### src/rtl/multiword_add_seq.sv
// Multi-limb adder sequencer around a 32-bit CLA.
// Ports: clk, rst_n, in_valid/in_ready/in_a/in_b, out_valid/out_ready/out_sum/out_last/out_cout, busy.
module bitmodifiedcarrylook (
  input  logic [31:0] a,
  input  logic [31:0] b,
  output logic [31:0] sum,
  output logic        cout
);
  logic [31:0] g;
  logic [31:0] p;
  logic [32:0] c;
  logic [8:0]  cg;
  logic        gg;
  logic        gp;

  assign g = a & b;
  assign p = a ^ b;

  // 4-bit lookahead groups, group carries chained by group G/P
  always_comb begin
    c  = '0;
    cg = '0;
    gg = 1'b0;
    gp = 1'b0;
    for (int j = 0; j < 8; j++) begin
      c[4*j]   = cg[j];
      c[4*j+1] = g[4*j]
               | (p[4*j] & cg[j]);
      c[4*j+2] = g[4*j+1]
               | (p[4*j+1] & g[4*j])
               | (p[4*j+1] & p[4*j] & cg[j]);
      c[4*j+3] = g[4*j+2]
               | (p[4*j+2] & g[4*j+1])
               | (p[4*j+2] & p[4*j+1] & g[4*j])
               | (p[4*j+2] & p[4*j+1]
                  & p[4*j] & cg[j]);
      gg = g[4*j+3]
         | (p[4*j+3] & g[4*j+2])
         | (p[4*j+3] & p[4*j+2] & g[4*j+1])
         | (p[4*j+3] & p[4*j+2]
            & p[4*j+1] & g[4*j]);
      gp = &p[4*j +: 4];
      cg[j+1] = gg | (gp & cg[j]);
    end
    c[32] = cg[8];
  end

  assign sum  = p ^ c[31:0];
  assign cout = c[32];
endmodule

module multiword_add_seq #(
  parameter int LIMBS = 4,
  parameter int CW    = 3
) (
  input  logic        clk,
  input  logic        rst_n,
  input  logic        in_valid,
  output logic        in_ready,
  input  logic [31:0] in_a,
  input  logic [31:0] in_b,
  output logic        out_valid,
  input  logic        out_ready,
  output logic [31:0] out_sum,
  output logic        out_last,
  output logic        out_cout,
  output logic        busy
);
  typedef enum logic [1:0] {
    IDLE = 2'd0,
    RUN  = 2'd1,
    LAST = 2'd2
  } state_t;

  state_t      state;
  state_t      state_d;
  logic [CW-1:0] idx;
  logic        carry;
  logic        acc;
  logic        idx_last;
  logic        cin;
  logic [31:0] s1;
  logic        c1;
  logic [31:0] s;
  logic        c2;
  logic        lc;

  bitmodifiedcarrylook u_cla (
    .a    (in_a),
    .b    (in_b),
    .sum  (s1),
    .cout (c1)
  );

  // In LAST out_valid is always set, so this also
  // gives in_ready = out_ready there.
  assign in_ready = !out_valid || out_ready;
  assign acc      = in_valid && in_ready;
  assign idx_last = (idx == CW'(LIMBS - 1));
  assign cin      = (idx == '0) ? 1'b0 : carry;
  assign s        = s1 + {31'd0, cin};
  assign c2       = (&s1) & cin;
  assign lc       = c1 | c2;
  assign busy     = (state != IDLE);

  always_comb begin
    state_d = state;
    unique case (state)
      IDLE: begin
        if (acc) state_d = idx_last ? LAST : RUN;
      end
      RUN: begin
        if (acc && idx_last) state_d = LAST;
      end
      LAST: begin
        if (out_ready) begin
          if (acc) state_d = idx_last ? LAST : RUN;
          else     state_d = IDLE;
        end
      end
      default: state_d = IDLE;
    endcase
  end

  always_ff @(posedge clk) begin
    if (!rst_n) begin
      state     <= IDLE;
      idx       <= '0;
      carry     <= 1'b0;
      out_valid <= 1'b0;
      out_sum   <= '0;
      out_last  <= 1'b0;
      out_cout  <= 1'b0;
    end else begin
      state <= state_d;
      if (acc) begin
        out_valid <= 1'b1;
        out_sum   <= s;
        out_last  <= idx_last;
        out_cout  <= idx_last & lc;
        carry     <= lc;
        idx       <= idx_last ? '0 : idx + 1'b1;
      end else if (out_ready) begin
        out_valid <= 1'b0;
        out_last  <= 1'b0;
        out_cout  <= 1'b0;
      end
    end
  end
endmodule

### config.mk
export PLATFORM = sky130hd
export DESIGN_NAME = multiword_add_seq
export DESIGN_NICKNAME = d
export VERILOG_FILES = /design/src/rtl/multiword_add_seq.sv
export SDC_FILE = /design/constraint.sdc
export NUM_CORES = 1
export LEC_CHECK = 0
export ABC_AREA = 1
export CORE_ASPECT_RATIO = 2
export CORE_MARGIN = 2
export CORE_UTILIZATION = 55
export CTS_BUF_LIST = sky130_fd_sc_hd__clkbuf_4 sky130_fd_sc_hd__clkbuf_8
export DETAILED_ROUTE_END_ITERATION = 6
export PLACE_DENSITY = 0.95
export SYNTH_ARGS = -nofsm -noshare
export SYNTH_HDL_FRONTEND = slang
export SYNTH_SLANG_ARGS = --single-unit
export TNS_END_PERCENT = 20
### constraint.sdc
create_clock -name clk -period 5.2 [get_ports clk]
set_clock_uncertainty 0.05 [all_clocks]
set_input_delay 0.52 -clock clk [delete_from_list [all_inputs] [get_ports clk]]
set_output_delay 0.52 -clock clk [all_outputs]
set_load 0.1 [all_outputs]
==> key figures, run 1 <==
Status
  • Status: complete, no violations

Synthesis
  • Syn Area/Cell: 6.68 um^2
  • Sequential-to-total area share from yosys stat: 0.209
  • Cells after synthesis: about 590
  • Library cells used by synthesis: 37
  • Synth warnings: 0
  • Post-Syn Area: 0.00392 mm^2
  • Post-synth net total: 699
  • Synthesized flop and latch total: 41

GRT
  • Met2 usage: 0.546
  • First-pass GRT wire length: 17.0 mm
  • Vias in the first global route: 4,198
  • Grt total ovfl: 0
  • Largest net degree at the start of global routing: 39
  • Met1 GRT Util: 0.244
  • Antenna violations before repair: 0
  • GRT Overall Usage: 0.262
  • Met3 GRT Util: 0.0182
  • Busiest grt layer: met2

Power and ir drop
  • Power consumption: 1.33 mW
  • Net Sw Power: 601 uW
  • Logic gate share of total power: 0.525
  • Lkg Pwr: 2.54 nW
  • Peak VDD IR: 0.157 mV
  • Clock share of power: 0.204
  • Sequential power share: 0.271
  • P per Cell Area: 258 mW/mm^2
  • Switching Share: 0.453
  • Internal power: 726 uW

Finish
  • Layout cell share with drive strength beyond 1: 0.0988
  • Commonest non-fill, non-tap cell in the layout: inv_1
  • Fin util: 0.742
  • P&R area growth vs syn: 31.4%
  • Finished Cell Area: 0.00515 mm^2
  • # nets final: 799
  • N_diodes: 0
  • Non-Filler Instances: 778
  • Commonest non-fill, non-tap cells in the layout: 109 x inv_1, 104 x clkdlybuf4s50_1, 97 x nand2_1, 64 x nor2_1, 41 x dfxtp_1

Setup path
  • Crit end category: flip-flop
  • Worst setup SP type: primary input
  • Arr. time, crit path: 4010 ps
  • Worst setup path category: in2reg
  • Worst R2R Path Depth: 21
  • WP data required: 5360 ps
  • Worst-path fanout max: 3

Die
  • IO Pins: between 100 and 150
  • Die Width: 63.7 um
  • Core Box Area: between 0.006 and 0.007 mm^2
  • Die area: 0.00786 mm^2
  • Height of the die: 123 um
  • Starting Density: 0.565
  • Row count: 43

Hold path
  • Min-Delay Path Class: reg2reg
  • Hold depth: 2

Timing
  • RSZ-0062 raised after global routing: false
  • Fmax: 259 MHz
  • Hold WS: 410 ps
  • Worst rel slew slack: 0.315
  • Worst-Margin Slew: 1020 ps
  • Period utilization: 0.742
  • Tmin final: 3860 ps
  • Fin worst setup slack: 1340 ps
  • Hold Vio Cnt, Final: 0
  • Final setup TNS: 0 ps
  • Endpoints failing setup: 0
  • Fin. max-slew vios: 0

Clock tree
  • Post-cts sizing count: 0
  • Hold_buf cts: 0
  • TritonCTS Buffers: 5
  • Clock transition at path regs: 80 ps
  • Total clock sinks: 41
  • H-tree depth: 2
  • Clock buffer depth: 2
  • TritonCTS clock tree: built
  • Root Driver: clkbuf_8
  • Buffer count from post-CTS setup fixing: 0
  • Clk_lat worst skew: 290 ps

Drt
  • Via Count: 4,139
  • Number of DRC markers in iteration 0: about 280
  • Final ANT Viol Nets: 0
  • 1st-pass router iterations: 6
  • Vias/cell: 5.32
  • Routed WL: approximately 10 mm
  • Residual DRC: 0
  • Avg WL per Cell: roughly 13 um

Place
  • GPL Wtd Cong: roughly 0.81
  • Placed Instances: 770
  • Port bufs: 104
  • Placement Setup Slack: 1120 ps
  • Post-detail-place hpwl: just over 8 mm
  • DP Area: 0.00503 mm^2

Run
  • MaxCap Viol Count: 0
[Yosys cell counts]
cell type  number  area share
fa_1            8       0.041
a31oi_1         3      0.0048
a21oi_1        32       0.041
o21ai_1         3      0.0038
nand2_1        97       0.093
xnor2_1         3      0.0067
a2111oi_0       1      0.0022
and2_2          1      0.0019
o21ai_0        35       0.045
nand2_4         7       0.020
or2_2           1      0.0016
a21oi_2         2      0.0045
xor2_1         20       0.045
or2_0           1      0.0016
buf_6           1      0.0029
nand3_2         2      0.0051
nor2_4          7       0.020
nand3b_1        4      0.0077
inv_1         109        0.10
nand4_2         1      0.0032
nand4_1         7       0.011
and3_1          4      0.0064
nor3_2          1      0.0026
nand3_1        34       0.043
nor3_4          1      0.0042
clkbuf_1       11       0.011
o2111ai_1       1      0.0022
o211ai_1        3      0.0057
nor2_2         13       0.021
o21bai_1        1      0.0019
or2_4           1      0.0022
nor2_1         64       0.061
dfxtp_1        41        0.21
o221ai_1        2      0.0045
ha_1           36        0.11
nand2_2        22       0.035
nor3_1          7      0.0089
[critical path, stage by stage]
cell and delay, ps:
clkdlybuf4s50_1 470, ha_1 210, inv_1 80, fa_1 450, inv_1 100, ha_1 180, inv_1 50, nor2_1 190
nand2_1 110, nor2_1 100, nand2_1 80, nor2_2 150, inv_1 90, nor2_2 110, nand4_1 110, nor3_2 210
nand3_1 180, nor2_2 170, nand2_2 90, o21ai_1 140, nand2_1 60, a21oi_1 150
[power groups by stage]
stage                     sequential (mW)  combinational [mW]  clock [mW]
final                               0.359               0.696       0.271
after global routing                0.362               0.753       0.287
after CTS                           0.359               0.695       0.273
after detailed placement            0.366               0.691           0
after global placement              0.365               0.669           0
after floorplan                     0.551               0.325           0
[per-layer routing]
layer | share of wire | wire length (um)
met2 | 0.57 | 5730
met4 | 0.052 | 518
met1 | 0.35 | 3500
met5 | 0 | 0
met3 | 0.027 | 274
[layout make-up]
cell class                      instances  area (um^2)
Tap cell                               90          113
Clock inverter                          1         30.0
Clock buffer                            7         90.1
Timing Repair Buffer                  105         1050
Fill cell                             517         1790
Sequential cell                        41          821
Multi-Input combinational cell        425         2640
Inverter                              109          409
[kinds of logic after synthesis]
group | count (synthesis) | synth area share
buffers and inverters | 121 | 0.118
adder cells (fa/ha/maj) | 44 | 0.156
flip-flops | 41 | 0.209
AND/OR/NAND/NOR | 275 | 0.350
AO/OA/AOI/OAI | 83 | 0.115
XOR/XNOR | 23 | 0.0514
[registers in the layout, summed over array words and instances, names as in the netlist]
signal     count
out_cout       1
out_valid      1
state          2
idx            3
carry          1
out_last       1
out_sum       32
[worst paths after layout]
| check | from | endpoint | slack, ps |
|---|---|---|---|
| worst max-delay path | in_b[0] | out_sum[24] | 1340 |
| worst min-delay path | idx[2] | idx[2] | 410 |
| worst max register to register | idx[0] | out_sum[24] | 1640 |
| worst min register to register | idx[2] | idx[2] | 410 |
(Power assumes the default switching activity.)
==> run 2: changes to the inputs <==
--- a/config.mk
+++ b/config.mk
@@ -8,10 +8,10 @@
 export ABC_AREA = 1
 export CORE_ASPECT_RATIO = 2
 export CORE_MARGIN = 2
-export CORE_UTILIZATION = 55
+export CORE_UTILIZATION = 46
 export CTS_BUF_LIST = sky130_fd_sc_hd__clkbuf_4 sky130_fd_sc_hd__clkbuf_8
 export DETAILED_ROUTE_END_ITERATION = 6
-export PLACE_DENSITY = 0.95
+export PLACE_DENSITY = 0.88
 export SYNTH_ARGS = -nofsm -noshare
 export SYNTH_HDL_FRONTEND = slang
 export SYNTH_SLANG_ARGS = --single-unit
==> constraint.sdc (replaced) <==
create_clock -name clk -period 3.35 [get_ports clk]
set_clock_uncertainty 0.05 [all_clocks]
set_input_delay 0.335 -clock clk [delete_from_list [all_inputs] [get_ports clk]]
set_output_delay 0.335 -clock clk [all_outputs]
set_load 0.1 [all_outputs]
==> run 2 against run 1 <==
  * Wire length increased by 25%
  * Non-clock buffer count increased by 83
  * Worst setup slack got worse by 1300 ps
  * Flip-flop and latch count unchanged
  * Utilization decreased by 0.56 points
  * Design area increased by 19%
  * Highest routed layer unchanged
  * Die area increased by 19%
  * Register-to-register slack got worse by 1500 ps
  * Largest power group unchanged
  * Global-route usage decreased by 2.4 points
  * Clock-buffer cell count decreased by 1
  * First-iteration DRC count decreased by 33%
  * Critical endpoint is now out_sum[28]
  * Sequential power increased by 55%
==> key figures, run 2 (same netlist as run 1, synthesis figures left out) <==
Die
  • IO Pins: 105
  • Row count: 47
  • Height of the die: 135 um
  • Die area: 0.00932 mm^2
  • Core Box Area: 0.00829 mm^2
  • Starting Density: 0.473
  • Die Width: 69.3 um

Clock tree
  • Root Driver: clkbuf_8
  • H-tree depth: 2
  • TritonCTS clock tree: built
  • Hold_buf cts: 0
  • TritonCTS Buffers: 5
  • Clk_lat worst skew: 310 ps
  • Clock buffer depth: 2
  • Total clock sinks: 41
  • Clock transition at path regs: ~80 ps

Drt
  • Avg WL per Cell: 14.4 um
  • Number of DRC markers in iteration 0: 189
  • Residual DRC: 0
  • 1st-pass router iterations: 5
  • Vias/cell: 5.27
  • Final ANT Viol Nets: 0
  • Via Count: 4,580
  • Routed WL: between 10 and 15 mm

GRT
  • Largest net degree at the start of global routing: 28
  • Grt total ovfl: 0
  • Vias in the first global route: approximately 4,600
  • Antenna violations before repair: 0
  • GRT Overall Usage: 0.239
  • First-pass GRT wire length: 18.5 mm

Timing
  • Worst rel slew slack: 0.307
  • Tmin final: 3300 ps
  • Fmax: 303 MHz
  • Final setup TNS: 0 ps
  • Period utilization: 0.986
  • Hold WS: 426 ps
  • Fin worst setup slack: 47.0 ps
  • Worst-Margin Slew: 1040 ps
  • Hold Vio Cnt, Final: 0
  • Fin. max-slew vios: 0
  • Endpoints failing setup: 0

Finish
  • # nets final: roughly 880
  • Biggest register: out_sum
  • FF/Latch Area: 821 um^2
  • Multi-input logic area: 0.00292 mm^2
  • Layout cell share with drive strength beyond 1: 0.261
  • P&R area growth vs syn: 55.7%
  • Commonest non-fill, non-tap cell in the layout: inv_1
  • Commonest non-fill, non-tap cells in the layout: 104 x inv_1, 93 x nand2_1, 85 x clkdlybuf4s50_1, 85 x buf_4, 56 x nor2_1
  • Fillcell total: 542
  • Largest registers: out_sum (32), idx (3), state (2)
  • N_diodes: 0
  • Max FFs per register: 32

Setup path
  • Critical path cell sequence: clkdlybuf4s15_1 > ha_4 > or2_0 > nand2_1 > nand2_2 > nand2_2 > nand2_4 > inv_2 > fa_2 > xor2_2 > buf_4 > inv_2 > nand3_2 > nor2_2 > nand4_1 > or2_4 > nor2_4 > nand2_2 > nor2_4 > nand2_1 > nand2_1 > nor2_1 > nor2_1
  • RR Endpoint: out_sum[28]
  • Worst setup path category: in2reg
  • WP data required: between 3000 and 4000 ps
  • Flop-to-flop setup slack: 90 ps
  • Crit end category: flip-flop
  • Crit path max-delay cell type: fa_2
  • Worst setup SP type: primary input
  • Arr. time, crit path: 3510 ps
  • Crit-path max cell delay: 410 ps
  • Worst-path fanout max: 4
  • RR Startpoint: idx[0]
  • Worst R2R Path Depth: 22

Hold path
  • Min-Delay Path Class: reg2reg
  • Worst Hold Path EP: idx[2]
  • Hold path startpoint: idx[2]
  • Hold depth: 2

Status
  • Status: complete, no violations

Place
  • Placement Setup Slack: -401 ps
  • Port bufs: about 100
  • Post-detail-place hpwl: 9.07 mm
  • GPL Wtd Cong: 0.822

Run
  • MaxCap Viol Count: 0

Power and ir drop
  • Lkg Pwr: about 3.1 nW
  • Power consumption: 2.32 mW
  • Peak VDD IR: about 0.3 mV
  • P per Cell Area: 380 mW/mm^2
[run 2: cell count changes in the layout (fill, tap and decap cells not counted), moves of 5 or more]
| cell | before | now |
|---|---|---|
| ha_1 | 36 | 25 |
| inv_2 | 0 | 5 |
| nor2_4 | 7 | 12 |
| ha_4 | 0 | 9 |
| clkdlybuf4s50_1 | 104 | 85 |
| dlymetal6s2s_1 | 0 | 17 |
| nor2_1 | 64 | 56 |
| buf_4 | 1 | 85 |
| inv_1 | 109 | 104 |
[run 2: where the power goes]
part	internal (mW)	switching (mW)
Clock	0.242	0.193
Combinational	0.495	0.832
Sequential	0.532	0.0255
Total	1.27	1.05
[run 2: area by class of cell]
class / count / area share
flip-flops and latches: 41 / 0.134
clock inverters: 2 / 0.00615
repair buffers: 188 / 0.280
clock buffers: 6 / 0.0135
inverters: 109 / 0.0670
well taps: 98 / 0.0201
multi-input cells: 425 / 0.478
[run 2: routing by layer]
metal,GRT usage,vias up,routed length [um]
met4,0.166,0,584
met3,0.0276,45,384
li1,-,2218,-
met2,0.493,149,7380
met5,0,-,0
met1,0.200,2168,4200
[run 2: how the worst max path moves through the flow]
stage | slack (ps) | start | end | depth (start not counted)
3_3_place_gp | -250 | in_a[2] | out_sum[31] | 25
6_report | 50 | in_a[3] | out_sum[28] | 23
2_1_floorplan | 250 | in_a[3] | out_sum[23] | 21
3_5_place_dp | -400 | in_a[3] | out_sum[23] | 22
4_1_cts | -30 | in_a[0] | out_sum[24] | 22
5_1_grt | -90 | in_a[3] | out_sum[31] | 24
[run 2: stage by stage]
stage,cells,utilization,area (um^2)
final,869,0.736,6100
after global placement,840,0.663,5500
after CTS,853,0.687,5690
after global routing,869,0.736,6100
after floorplan,587,-,3920
after detailed placement,840,0.663,5500
[run 2: what timing repair did]
| item | in CTS | in global routing |
|---|---|---|
| setup buffers | 5 | 16 |
| resized for setup | 9 | 69 |
| hold endpoints to repair | 0 | 0 |
| pin swaps | 5 | 50 |
| setup endpoints to repair | 8 | 18 |
[run 2: critical path: cells and delay by family]
family | cells | cell delay, ps
adders and majority gates | 2 | 700
and+or+nand+nor | 16 | 1850
xor gates and xnor gates | 1 | 170
buffers and inverters | 4 | 460
